--- src/rtl/packet_wr_arbiter_pkg.sv ---
// Shared definitions for the trace packet buffer write side: word width,
// packet size default and write-scheduler state encoding.
package packet_wr_arbiter_pkg;

   localparam int unsigned WORD_W        = 16;
   localparam int unsigned PKT_WORDS_DEF = 8;

   localparam logic [1:0] ST_FLUSH  = 2'd0;
   localparam logic [1:0] ST_IDLE   = 2'd1;
   localparam logic [1:0] ST_STREAM = 2'd2;

   // Index width for n items, never below one bit.
   function automatic int unsigned idxWidth(input int unsigned n);
      return (n > 1) ? $clog2(n) : 1;
   endfunction

endpackage

--- src/rtl/packet_wr_arbiter_rr_pick.sv ---
// Combinational round-robin finder: first set request bit at or above ptr,
// wrapping around to bit 0.
module packet_wr_arbiter_rr_pick
   import packet_wr_arbiter_pkg::*;
#(
   parameter  int unsigned NUM_SRC = 2,
   localparam int unsigned IDX_W   = idxWidth(NUM_SRC)
) (
   input  logic [NUM_SRC-1:0] req,
   input  logic [IDX_W-1:0]   ptr,
   output logic [IDX_W-1:0]   idx,
   output logic               found
);

   int unsigned cand;

   // Scan from the farthest offset down so the nearest hit wins.
   always_comb begin
      idx   = '0;
      found = 1'b0;
      cand  = 0;
      for (int i = NUM_SRC - 1; i >= 0; i--) begin
         cand = 32'(ptr) + 32'(i);
         if (cand >= NUM_SRC) cand = cand - NUM_SRC;
         if (req[cand[IDX_W-1:0]]) begin
            idx   = cand[IDX_W-1:0];
            found = 1'b1;
         end
      end
   end

endmodule

--- src/rtl/packet_wr_arbiter.sv ---
// Write-side scheduler for the trace packet buffer: round-robin grant locked
// per packet, with flush on abort, timeout and after reset.
module packet_wr_arbiter
   import packet_wr_arbiter_pkg::*;
#(
   parameter  int unsigned NUM_SRC   = 2,
   parameter  int unsigned PKT_WORDS = PKT_WORDS_DEF,
   parameter  int unsigned TIMEOUT   = 255,
   parameter  int unsigned CNT_W     = 16,
   localparam int unsigned IDX_W     = idxWidth(NUM_SRC)
) (
   input  logic                      wrClk,
   input  logic                      rst,
   input  logic [NUM_SRC-1:0]        src_valid,
   input  logic [WORD_W*NUM_SRC-1:0] src_wd,
   input  logic [NUM_SRC-1:0]        src_abort,
   output logic [NUM_SRC-1:0]        src_ready,
   output logic                      WdAvail,
   output logic [WORD_W-1:0]         PacketWd,
   output logic                      PacketReset,
   output logic [IDX_W-1:0]          grant_id,
   output logic                      busy,
   output logic [CNT_W-1:0]          abort_count
);

   localparam int unsigned WCNT_W = idxWidth(PKT_WORDS);
   localparam int unsigned TO_W   = $clog2(TIMEOUT + 1);

   logic [1:0]        state, stateNxt;
   logic [IDX_W-1:0]  rrPtr, rrPtrNxt;
   logic [WCNT_W-1:0] wordCnt, wordCntNxt;
   logic [TO_W-1:0]   toCnt, toCntNxt;
   logic [IDX_W-1:0]  grantNxt;
   logic              wdAvailNxt, packetResetNxt, busyNxt;
   logic [WORD_W-1:0] packetWdNxt;
   logic [CNT_W-1:0]  abortCntNxt;

   logic [WORD_W-1:0] srcWord [NUM_SRC];
   logic [IDX_W-1:0]  pickIdx, nextPtr;
   logic              pickFound, grantAbort, xfer, timedOut, lastWord;

   for (genvar i = 0; i < NUM_SRC; i++) begin : gWord
      assign srcWord[i] = src_wd[WORD_W*i +: WORD_W];
   end

   packet_wr_arbiter_rr_pick #(.NUM_SRC(NUM_SRC)) uPick (
      .req   (src_valid),
      .ptr   (rrPtr),
      .idx   (pickIdx),
      .found (pickFound)
   );

   assign grantAbort = src_abort[grant_id];
   assign xfer       = src_ready[grant_id] && src_valid[grant_id];
   assign timedOut   = !xfer && (toCnt == TO_W'(TIMEOUT - 1));
   assign lastWord   = (wordCnt == WCNT_W'(PKT_WORDS - 1));
   assign nextPtr    = (grant_id == IDX_W'(NUM_SRC - 1)) ? '0 : grant_id + IDX_W'(1);

   // Only the granted source is ever accepted; its own abort blocks the word.
   always_comb begin
      src_ready = '0;
      if (state == ST_STREAM && !grantAbort) src_ready[grant_id] = 1'b1;
   end

   always_comb begin
      stateNxt       = state;
      rrPtrNxt       = rrPtr;
      wordCntNxt     = wordCnt;
      toCntNxt       = toCnt;
      grantNxt       = grant_id;
      wdAvailNxt     = 1'b0;
      packetWdNxt    = PacketWd;
      packetResetNxt = 1'b0;
      abortCntNxt    = abort_count;
      case (state)
         ST_FLUSH: begin
            packetResetNxt = 1'b1;
            stateNxt       = ST_IDLE;
         end
         ST_IDLE: begin
            if (pickFound) begin
               grantNxt   = pickIdx;
               wordCntNxt = '0;
               toCntNxt   = '0;
               stateNxt   = ST_STREAM;
            end
         end
         ST_STREAM: begin
            if (grantAbort || timedOut) begin
               // Abort and timeout together still cost only one flush and one count.
               stateNxt    = ST_FLUSH;
               rrPtrNxt    = nextPtr;
               abortCntNxt = (&abort_count) ? abort_count : abort_count + CNT_W'(1);
            end else if (xfer) begin
               wdAvailNxt  = 1'b1;
               packetWdNxt = srcWord[grant_id];
               toCntNxt    = '0;
               if (lastWord) begin
                  stateNxt   = ST_IDLE;
                  rrPtrNxt   = nextPtr;
                  wordCntNxt = '0;
               end else begin
                  wordCntNxt = wordCnt + WCNT_W'(1);
               end
            end else begin
               toCntNxt = toCnt + TO_W'(1);
            end
         end
         default: stateNxt = ST_FLUSH;
      endcase
      busyNxt = (stateNxt == ST_STREAM);
   end

   always_ff @(posedge wrClk) begin
      if (rst) begin
         state       <= ST_FLUSH;
         rrPtr       <= '0;
         wordCnt     <= '0;
         toCnt       <= '0;
         grant_id    <= '0;
         WdAvail     <= 1'b0;
         PacketWd    <= '0;
         PacketReset <= 1'b0;
         busy        <= 1'b0;
         abort_count <= '0;
      end else begin
         state       <= stateNxt;
         rrPtr       <= rrPtrNxt;
         wordCnt     <= wordCntNxt;
         toCnt       <= toCntNxt;
         grant_id    <= grantNxt;
         WdAvail     <= wdAvailNxt;
         PacketWd    <= packetWdNxt;
         PacketReset <= packetResetNxt;
         busy        <= busyNxt;
         abort_count <= abortCntNxt;
      end
   end

endmodule

--- config.mk ---
export PLATFORM = sky130hd
export DESIGN_NAME = packet_wr_arbiter
export DESIGN_NICKNAME = d
export VERILOG_FILES = /design/src/rtl/packet_wr_arbiter_pkg.sv /design/src/rtl/packet_wr_arbiter_rr_pick.sv /design/src/rtl/packet_wr_arbiter.sv
export SDC_FILE = /design/constraint.sdc
export NUM_CORES = 1
export LEC_CHECK = 0
export CORE_MARGIN = 4
export CORE_UTILIZATION = 42
export CTS_CLUSTER_DIAMETER = 120
export DETAILED_ROUTE_END_ITERATION = 12
export GPL_TIMING_DRIVEN = 0
export PLACE_DENSITY = 0.81
export SYNTH_ARGS = -nofsm -noshare
export SYNTH_HDL_FRONTEND = slang
export SYNTH_SLANG_ARGS = --single-unit
--- constraint.sdc ---
create_clock -name wrClk -period 2.15 [get_ports wrClk]
set_input_delay 0.645 -clock wrClk [delete_from_list [all_inputs] [get_ports wrClk]]
set_output_delay 0.645 -clock wrClk [all_outputs]
set_load 0.01 [all_outputs]
==> results of run 1 <==
## metrics by stage
step | cells | utilization [%] | setup TNS [ns] | hold slack, ns
4_1_cts | 442 | 63.3 | 0 | 0.454
5_1_grt | 444 | 64.4 | -0.227 | 0.491
3_5_place_dp | 433 | 59.3 | -21.77 | 0.466
3_3_place_gp | 433 | 59.3 | -20.54 | 0.457
6_report | 444 | 64.4 | 0 | 0.462
2_1_floorplan | 286 | - | 0 | 0.442
## per-layer routing
layer	share of wire, %	vias up	track usage (%)	wire length [um]
li1	-	1221	-	-
met1	43	1172	23.3	2890
met2	51	51	31.9	3450
met3	3.8	10	3.75	257
met4	1.5	0	6.76	98
met5	0	-	0	0
## kinds of logic after synthesis
logic type      share of synthesized area [%]
flops                                    39.7
simple gates                             25.1
fa+ha+maj                                2.48
compound gates                           16.2
buf+inv                                  4.41
mux                                      12.1
## cell type report
| cell class | count | area [um2] |
|---|---|---|
| inverters | 7 | 26.3 |
| clock buffers | 6 | 72.6 |
| fillers | 465 | 2020 |
| plain buffers | 17 | 123 |
| well taps | 72 | 90.1 |
| multi-input cells | 212 | 1530 |
| flip-flops and latches | 50 | 1010 |
| clock inverters | 2 | 37.5 |
| repair buffers | 78 | 768 |
## placed cells by master (no fill, tap or decap), types with 8 or more instances in the layout
master,netlist,layout
sky130_fd_sc_hd__nand2_1,18,16
sky130_fd_sc_hd__clkdlybuf4s50_1,0,69
sky130_fd_sc_hd__nand3_1,8,8
sky130_fd_sc_hd__dfxtp_1,50,46
sky130_fd_sc_hd__mux2i_1,25,25
sky130_fd_sc_hd__a21oi_1,17,17
sky130_fd_sc_hd__a211oi_1,16,16
sky130_fd_sc_hd__nand2b_1,9,8
sky130_fd_sc_hd__nor2_1,32,32
## how the worst min path moves through the flow
stage	start	end	slack, ns	cells past startpoint
after floorplan	state[0]	PacketReset	0.44	1
after CTS	state[0]	PacketReset	0.45	1
after global routing	state[0]	PacketReset	0.49	1
final	state[0]	PacketReset	0.46	1
after global placement	toCnt[7]	toCnt[7]	0.46	2
after detailed placement	rrPtr	rrPtr	0.47	2
## sequential cells by signal, summed over array words and instances, names as in the netlist, 2 cells and up
signal / count
abort_count: 16
wordCnt: 3
state: 2
toCnt: 8
PacketWd: 16
## power by group through the flow
stage / Combinational, mW / Sequential [mW] / Clock [mW]
floorplan: 0.126 / 0.986 / 0
detailed placement: 0.267 / 0.982 / 0
global placement: 0.261 / 0.981 / 0
finish: 0.294 / 0.963 / 0.663
CTS: 0.285 / 0.962 / 0.677
global route: 0.321 / 0.967 / 0.712
## worst register-to-register path: cells and delay by family (launching register included)
family	cells	cell delay (ns)
DFF	1	0.37
and+or+nand+nor	3	0.87
AOI/OAI and AO/OA	2	0.38
buffers and inverters	2	0.22
adders and majority gates	1	0.14
## what timing repair did
action,CTS,global route
setup buffers,1,2
resized for setup,42,15
setup endpoints to repair,41,20
pin swaps,2,5
==> impl_results.md, run 1 <==
* Number of buffer and inverter instances along the worst setup path at 3
* HP Class: flip-flop to flip-flop
* Chip Height at 85.5 um
* Residual overflow from global routing at 0
* Cell with the biggest individual delay on the critical path: sky130_fd_sc_hd__dfxtp_2
* Setup ws final at 0.0566 ns
* Max-Slew Margin vs Limit at 52.3%
* Post-route clock skew at 0.00829 ns
* Total non-filler cell area in the finished layout at 3660 um2
* Number of maximum-capacitance constraint violations at 0
* Via/cell ratio at 5.53
* Most used flip-flop cell after synthesis: sky130_fd_sc_hd__dfxtp_1
* Netlist cell types at 46
* Worst slack at placement at -0.579 ns
* Ys async rst share at 0%
* Worst reg2reg path startpoint: toCnt[0]
* Final Setup Violations at 0
* Area growth from synthesis to final layout at 44.9%
* Horizontal die dimension at 85.5 um
* Max Root-Sink Buffers at 2
* Insertion delay to the later sink of the worst-skew pair at 0.30 ns
* Antenna-violating nets left at 0
* Register-to-Register Setup Slack at 0.12 ns
* Cell area after placement at 3360 um2
* Worst Tran Pin Value at 0.715 ns
* Setup CP Type: flip-flop to output port
* Maximum level of the CTS H-tree at 2
* CP Capture Point: src_ready[1]
* Number of flops mapped to enable cells by yosys at 0
* I/O pins at 76
* Required time of the critical path at 1.50 ns
* Detailed-route via count at 2454
* Worst EP arrival at 1.45 ns
* HPWL after DPL at 4.92 mm
* Cells after Synth at 286
* Minimum period implied by the final worst setup slack at 2.09 ns
* Unrepaired setup endpoints after global routing: yes
* Overall Global Routing Usage at 18.7%
* Critical path peak fanout at 10
* Fin crit share at 97.4%
* Sequential fraction of the synthesis area at 39.7%
* Area of the core region at 5680 um2
* Max-slew violation count at 0
* Antenna diode count at 0
* Initial antenna violation count at 0
* Largest stage delay on the critical path at 0.35 ns
* Detailed-route wire length per cell at 15.1 um
* Largest area contributor in the synthesized netlist: sky130_fd_sc_hd__dfxtp_1
* Clock network fraction of design power at 34.5%
* Global-route wire length before repair at 11.1 mm
* Maximum frequency from static timing analysis at 0.478 GHz
* Die area at 7310 um2
* Initial core utilization at 44.5%
* Ratio of cells with drive above 1 in the final layout at 14.5%
* NumNets Final at 414
* Cell Pwr Density at 525 nW/um2
* Violation count after the first detailed-routing iteration at 90
* Cell Chain, Critical Path: nand2b_4 > buf_6 > clkbuf_8 > nor3b_4 > buf_6
* Number of CTS-inserted buffers at 5
* Clock root buffer: sky130_fd_sc_hd__clkbuf_8
* Switching part of the total power at 24.7%
* Post-layout total power at 1.92 mW
* Part of the power in combinational logic at 15.3%
* Share of power burned in registers at 50.2%
* Top cells by area in the synthesized netlist: sky130_fd_sc_hd__dfxtp_1, sky130_fd_sc_hd__mux2i_1, sky130_fd_sc_hd__a211oi_1
* Hold violation total from the final report at 0
* Count of TritonRoute iterations in the first routing pass at 4
* Clock-pin slew on the worst setup and hold paths at 0.08 ns
* Vias in the first global route at 2328
* Pin count of the biggest net entering global routing at 16
* Critical path startpoint: state[0]
* Detailed-route DRC error count at 0
* Internal power at 1.45 mW
* Total Routed Length at 6.70 mm
* Outcome: finished, final reports clean
* CP dominant cell by count: sky130_fd_sc_hd__buf_6
* Post-synthesis instance area at 2520 um2
* Post-synthesis net count at 329
* Switching Power at 0.474 mW
* Placer's final routability congestion estimate at 0.814
* Floorplan row count at 27
* Kind of cell adding the most delay to the critical path: buffers and inverters
* CP Depth at 5
* Synth warn at 0
* Clock tree sinks at 50
* Top-area cell type share of the netlist area at 39.7%
* Hold buffer count at cts at 0
* Avg Cell Area, Syn at 8.82 um2
* Startpoint type of the worst setup path: flip-flop
* Crit path capture type: output port
* R2R cell count at 8
* CTS tree: done
* Register bit total from synthesis at 50
* P_leak at 1.26 nW
* Peak ir drop on the vdd network at 0.331 mV
* Endpoint of the worst register-to-register path: abort_count[13]
* Most frequently used cell type in the post-synthesis netlist: sky130_fd_sc_hd__dfxtp_1
* Count of input and output buffers at 75
* Most numerous cell types in the synthesized netlist: sky130_fd_sc_hd__dfxtp_1, sky130_fd_sc_hd__nor2_1, sky130_fd_sc_hd__mux2i_1
(Power assumes the default switching activity.)
==> inputs of run 2 (changes only) <==
Settings changed: CELL_PAD_IN_SITES_DETAIL_PLACEMENT from default to 1, CELL_PAD_IN_SITES_GLOBAL_PLACEMENT from default to 2, CORE_UTILIZATION 42 to 24, PLACE_DENSITY 0.81 to 0.79.
==> run 2 against run 1 <==
Utilization decreased by 28 points. Combinational power increased by 2%. Non-clock buffer count decreased by 1. Die area increased by 67%. First-iteration DRC count decreased by 19%. Routed wire length increased by 19%. Via count increased by 1.9%. Critical path depth increased by 3. Hold slack improved by 0.022 ns. Clock power increased by 2%. Global-route usage decreased by 5.8 points. Critical endpoint is now abort_count[12]. Largest cell class unchanged. Largest power group unchanged.
==> impl_results.md, run 2 (synthesized netlist as in run 1, its figures left out) <==
* Violation count after the first detailed-routing iteration at 73 (-19%)
* Worst EP arrival at 2.31 ns (+0.86 ns)
* Vias in the first global route at 2599 (+12%)
* Horizontal die dimension at 111 um (+29%)
* Register area at 1000 um2 (-0.37%)
* Floorplan row count at 37 (+37%)
* Initial antenna violation count at 0 (unchanged)
* Setup ws final at 0.0562 ns (-0.000353 ns)
* Detailed-route via count at 2500 (+1.9%)
* Global-route wire length before repair at 13.2 mm (+19%)
* Ratio of cells with drive above 1 in the final layout at 14.0% (-0.50 points)
* Crit path capture type: flip-flop
* Pin count of the biggest net entering global routing at 15 (-1)
* Largest registers: PacketWd: 16 flops, abort_count: 16 flops, toCnt: 8 flops
* Cell with the biggest individual delay on the critical path: sky130_fd_sc_hd__dfxtp_2
* Unrepaired setup endpoints after global routing: yes
* Outcome: finished, final reports clean
* Clock tree sinks at 50 (unchanged)
* Worst Tran Pin Value at 0.747 ns (+0.0318 ns)
* Most used cells in the layout excluding fill and tap cells: sky130_fd_sc_hd__clkdlybuf4s50_1, sky130_fd_sc_hd__dfxtp_1, sky130_fd_sc_hd__nor2_1, sky130_fd_sc_hd__mux2i_1
* Placed instance count at 497 (+15%)
* Post-route clock skew at 0.0109 ns (+0.00264 ns)
* Grt peak-use layer: met2
* Count of input and output buffers at 75 (unchanged)
* Residual overflow from global routing at 0 (unchanged)
* Number of maximum-capacitance constraint violations at 0 (unchanged)
* Maximum level of the CTS H-tree at 2 (unchanged)
* HPWL after DPL at 5.92 mm (+20%)
* Antenna-violating nets left at 0 (unchanged)
* Detailed-route wire length per cell at 15.8 um (+4.6%)
* Hold violation total from the final report at 0 (unchanged)
* Minimum period implied by the final worst setup slack at 2.09 ns (+0.000353 ns)
* Met3 capacity usage during global routing at 3.01% (-0.73 points)
* Chip Height at 111 um (+29%)
* HP Class: flip-flop to flip-flop
* Overall Global Routing Usage at 12.9% (-5.8 points)
* Detailed-route DRC error count at 0 (unchanged)
* Min Hold Slack at 0.485 ns (+0.0224 ns)
* P_leak at 1.27 nW (+0.83%)
* Count of TritonRoute iterations in the first routing pass at 4 (unchanged)
* Fraction of met1 tracks used by global routing at 16.1% (-7.2 points)
* Fin crit share at 97.4% (about the same)
* Final Setup Violations at 0 (unchanged)
* Clock-pin slew on the worst setup and hold paths at 0.10 ns (+0.02 ns)
* Die area at 12200 um2 (+67%)
* Met2 GRT Util at 22.8% (-9.1 points)
* I/O pins at 76 (unchanged)
* Peak ir drop on the vdd network at 0.290 mV (-12%)
* Worst slack at placement at -0.662 ns (-0.0833 ns)
* Via/cell ratio at 4.93 (-11%)
* Clock root buffer: sky130_fd_sc_hd__clkbuf_8
* Max-Slew Margin vs Limit at 50.2% (-2.1 points)
* Total Routed Length at 8.01 mm (+19%)
* Area of combinational cells with multiple inputs at 1530 um2 (-0.41%)
* Setup Total Neg Slack at 0 ns (unchanged)
* Core Util, Final at 36.2% (-28 points)
* Setup CP Type: flip-flop to flip-flop
* Placer's final routability congestion estimate at 0.779 (-4.3%)
* Max-slew violation count at 0 (unchanged)
* Most frequent standard cell in the layout excluding fill and tap cells: sky130_fd_sc_hd__clkdlybuf4s50_1
* Critical path peak fanout at 10 (unchanged)
* Insertion delay to the later sink of the worst-skew pair at 0.31 ns (about the same)
* Antenna diode count at 0 (unchanged)
* Largest stage delay on the critical path at 0.36 ns (about the same)
* Number of filler instances in the final layout at 1248 (+170%)
* Cell Pwr Density at 521 nW/um2 (-0.77%)
* Number of CTS-inserted buffers at 5 (unchanged)
* CTS tree: done
* Maximum frequency from static timing analysis at 0.478 GHz (about the same)
* Area of the core region at 10300 um2 (+81%)
* Startpoint type of the worst setup path: flip-flop
* Max Root-Sink Buffers at 2 (unchanged)
* Cell Chain, Critical Path: inv_1 > ha_1 > nand3_1 > or2_4 > o21a_4 > buf_6 > nor4b_4 > mux2_2
* NumNets Final at 413 (-0.24%)
* Area growth from synthesis to final layout at 47.5%
* Non-Filler Instances at 507 (+14%)
* Initial core utilization at 24.6% (-20 points)
* Required time of the critical path at 2.36 ns (+0.86 ns)
==> run 2: routing by layer <==
layer	wire, um	vias to the layer above
met5	0	-
met4	43	0
met1	3550	1240
met2	4120	40
met3	295	4
li1	-	1216
==> run 2: what timing repair did <==
action,CTS,global route
pin swaps,1,3
setup endpoints to repair,51,46
resized for setup,35,24
hold buffers,0,0
buffers inserted,2,0
==> run 2: worst max-delay path, delay by kind of cell, from the launching register on <==
family	cells	cell delay (ns)
mux	1	0.36
simple gates	3	0.63
fa+ha+maj	1	0.17
buf+inv	2	0.26
flops	1	0.36
compound gates	1	0.24
==> run 2: worst paths after layout <==
check,startpoint,to,slack [ns],cells past startpoint
setup / recovery,toCnt[0],abort_count[12],0.06,8
hold / removal,toCnt[7],toCnt[7],0.48,2
setup reg to reg,toCnt[0],abort_count[12],0.06,8
hold reg to reg,toCnt[7],toCnt[7],0.48,2
==> run 2: cell type report <==
class,instances,area share [%]
Inverter,7,0.706
Sequential cell,50,27.0
Clock inverter,1,0.806
Multi-Input combinational cell,212,41.0
Buffer,17,3.26
Timing Repair Buffer,77,20.7
Clock buffer,7,2.05
Tap cell,136,4.57
==> run 2: metrics by stage <==
stage	instance area (um2)	power (mW)
after detailed placement	3440	1.26
after global placement	3440	1.26
after global routing	3720	2.03
after CTS	3650	1.96
after floorplan	2520	1.11
final	3720	1.94
==> run 2: power breakdown <==
part / internal, mW / switching [mW] / leakage, nW
registers: 0.947 / 0.0169 / 0.406
clock network: 0.349 / 0.326 / 0.0524
logic: 0.154 / 0.147 / 0.812
total: 1.45 / 0.490 / 1.27
==> inputs of run 3 (changes only) <==
Settings changed: CORE_MARGIN 4 to 2.
==> run 3 against run 2 <==
Sequential power about the same. Setup slack worse by 0.00060 ns. Sequential share of layout area up 0.28 points. Hold slack worse by 0.019 ns. Sequential cell count unchanged. Via count down 0.68%. Register-to-register slack better by 0.05 ns. Count of clock-buffer cells in the layout unchanged. Maximum frequency about the same. Critical path depth down 3. First-iteration DRC count down 41%. Non-clock buffer count up 1. Critical endpoint is now src_ready[1]. Largest power group unchanged.
==> impl_results.md, run 3 (synthesized netlist as in run 1, its figures left out) <==
* Outcome: finished, final reports clean
* Chip Height at 107 um (-3.6%)
* R2R cell count at 8 (unchanged)
* Violation count after the first detailed-routing iteration at 43 (-41%)
* Max Root-Sink Buffers at 2 (unchanged)
* Max-Slew Margin vs Limit at 51.1% (+0.89 points)
* Final Setup Violations at 0 (unchanged)
* Floorplan row count at 37 (unchanged)
* Residual overflow from global routing at 0 (unchanged)
* Register-to-Register Setup Slack at 0.11 ns (+0.05 ns)
* Most used cells in the layout excluding fill and tap cells: sky130_fd_sc_hd__clkdlybuf4s50_1, sky130_fd_sc_hd__dfxtp_1, sky130_fd_sc_hd__nor2_1, sky130_fd_sc_hd__mux2i_1
* P_leak at 1.25 nW (-2.0%)
* Area of the core region at 10300 um2 (unchanged)
* Number of cells on the worst hold path at 1 (-1)
* Antenna-violating nets left at 0 (unchanged)
* I/O pins at 76 (unchanged)
* Kind of cell adding the most delay to the critical path: buffers and inverters
* Clock-pin slew on the worst setup and hold paths at 0.10 ns (about the same)
* Number of buffer and inverter instances along the worst setup path at 3 (+1)
* Area of combinational cells with multiple inputs at 1490 um2 (-2.4%)
* Count of input and output buffers at 75 (unchanged)
* Required time of the critical path at 1.50 ns (-0.86 ns)
* Via/cell ratio at 4.89 (-0.88%)
* Pin count of the biggest net entering global routing at 16 (+1)
* Cell with the biggest individual delay on the critical path: sky130_fd_sc_hd__dfxtp_2
* Number of CTS-inserted buffers at 5 (unchanged)
* HP Class: flip-flop to flip-flop
* Worst EP arrival at 1.45 ns (-0.86 ns)
* Initial antenna violation count at 0 (unchanged)
* Detailed-route DRC error count at 0 (unchanged)
* Clock root buffer: sky130_fd_sc_hd__clkbuf_8
* Core Util, Final at 35.9% (-0.33 points)
* Hold violation total from the final report at 0 (unchanged)
* Worst reg2reg path startpoint: toCnt[0]
* Vias in the first global route at 2531 (-2.6%)
* Worst Tran Pin Value at 0.734 ns (-0.0134 ns)
* Count of TritonRoute iterations in the first routing pass at 4 (unchanged)
* Initial core utilization at 24.6% (unchanged)
* Detailed-route via count at 2483 (-0.68%)
* Largest stage delay on the critical path at 0.35 ns (about the same)
* Critical path peak fanout at 10 (unchanged)
* Crit path capture type: output port
* Post-route clock skew at 0.00784 ns (-0.00310 ns)
* Maximum frequency from static timing analysis at 0.477 GHz (about the same)
* Overall Global Routing Usage at 13.8% (+0.99 points)
* Minimum period implied by the final worst setup slack at 2.09 ns (+0.000601 ns)
* Fin crit share at 97.4% (about the same)
* Min-Delay Startpoint: state[0]
* CTS tree: done
* Area growth from synthesis to final layout at 46.2%
* Endpoint of the worst register-to-register path: abort_count[13]
* Register area at 1010 um2 (+0.12%)
* Startpoint type of the worst setup path: flip-flop
* Setup CP Type: flip-flop to output port
* Number of maximum-capacitance constraint violations at 0 (unchanged)
* NumNets Final at 414 (+0.24%)
* Largest registers: PacketWd: 16 flops, abort_count: 16 flops, toCnt: 8 flops
* Placer's final routability congestion estimate at 0.788 (+1.2%)
* Maximum level of the CTS H-tree at 2 (unchanged)
* Ratio of cells with drive above 1 in the final layout at 14.5% (+0.50 points)
* Insertion delay to the later sink of the worst-skew pair at 0.30 ns (about the same)
* Die area at 11400 um2 (-7.1%)
* Clock tree sinks at 50 (unchanged)
* Total Routed Length at 7.67 mm (-4.2%)
* Cell Pwr Density at 512 nW/um2 (-1.7%)
* Peak ir drop on the vdd network at 0.325 mV (+12%)
* Max-slew violation count at 0 (unchanged)
* HPWL after DPL at 5.77 mm (-2.6%)
* Global-route wire length before repair at 12.8 mm (-3.2%)
* Unrepaired setup endpoints after global routing: yes
* Detailed-route wire length per cell at 15.1 um (-4.4%)
* Worst Hold Endpoint: PacketReset
* Horizontal die dimension at 107 um (-3.6%)
* Most frequent standard cell in the layout excluding fill and tap cells: sky130_fd_sc_hd__clkdlybuf4s50_1
* Cell Chain, Critical Path: nand2b_4 > buf_6 > clkbuf_8 > nor3b_2 > buf_2
* Post-layout total power at 1.89 mW (-2.6%)
* Number of filler instances in the final layout at 1202 (-3.7%)
* Antenna diode count at 0 (unchanged)
-- run 3: worst max path at each step --
stage,from,to,slack (ns),cells past startpoint
4_1_cts,state[0],src_ready[1],0.0005,5
6_report,state[0],src_ready[1],0.06,5
5_1_grt,state[0],src_ready[1],-0.04,5
2_1_floorplan,src_valid[0],abort_count[12],0.07,6
3_5_place_dp,src_valid[0],abort_count[0],-0.62,7
3_3_place_gp,src_valid[0],toCnt[6],-0.64,7
-- run 3: cell type report --
| class | instances | share of cell area (%) |
|---|---|---|
| Multi-Input combinational cell | 212 | 40.4 |
| Sequential cell | 50 | 27.3 |
| Timing Repair Buffer | 78 | 20.9 |
| Tap cell | 136 | 4.61 |
| Buffer | 17 | 3.22 |
| Clock buffer | 7 | 2.61 |
| Inverter | 7 | 0.814 |
| Clock inverter | 1 | 0.237 |
-- run 3: timing repair --
item                       4_1_cts  5_1_grt
setup endpoints to repair       51       24
hold endpoints to repair         0        0
pin swaps                        2        1
setup buffers                    2        1
resized for setup               38       12
hold buffers                     0        0
-- run 3: worst register-to-register path: stages (launching register included) --
cell and delay [ns]:
sky130_fd_sc_hd__dfxtp_2 0.36, sky130_fd_sc_hd__inv_2 0.08, sky130_fd_sc_hd__ha_1 0.14, sky130_fd_sc_hd__nand3_1 0.08, sky130_fd_sc_hd__or2_1 0.25, sky130_fd_sc_hd__o21a_4 0.25, sky130_fd_sc_hd__buf_12 0.13, sky130_fd_sc_hd__or4_1 0.51
sky130_fd_sc_hd__a21oi_1 0.18
-- run 3: power breakdown --
part	switching, mW	internal [mW]	total (mW)
sequential	0.0167	0.948	0.964
clock	0.337	0.296	0.633
combinational	0.141	0.152	0.293
-- run 3: layer usage --
metal / global-route usage [%] / vias to the layer above / part of all wire (%)
met5: 0 / - / 0
met4: 2.41 / 0 / 0.55
met3: 2.70 / 6 / 2.9
met2: 24.5 / 34 / 51
met1: 17.7 / 1226 / 46
li1: - / 1217 / -
-- run 3: metrics by stage --
| step | cell area [um2] | std cells | hold slack [ns] | setup slack, ns | TNS (ns) |
|---|---|---|---|---|---|
| finish | 3690 | 508 | 0.466 | 0.0556 | 0 |
| global route | 3690 | 508 | 0.504 | -0.0364 | -0.0517 |
| CTS | 3660 | 507 | 0.472 | 0.000538 | 0 |
| detailed placement | 3440 | 497 | 0.479 | -0.624 | -25.33 |
| global placement | 3440 | 497 | 0.466 | -0.641 | -25.67 |
| floorplan | 2520 | 286 | 0.442 | 0.0668 | 0 |
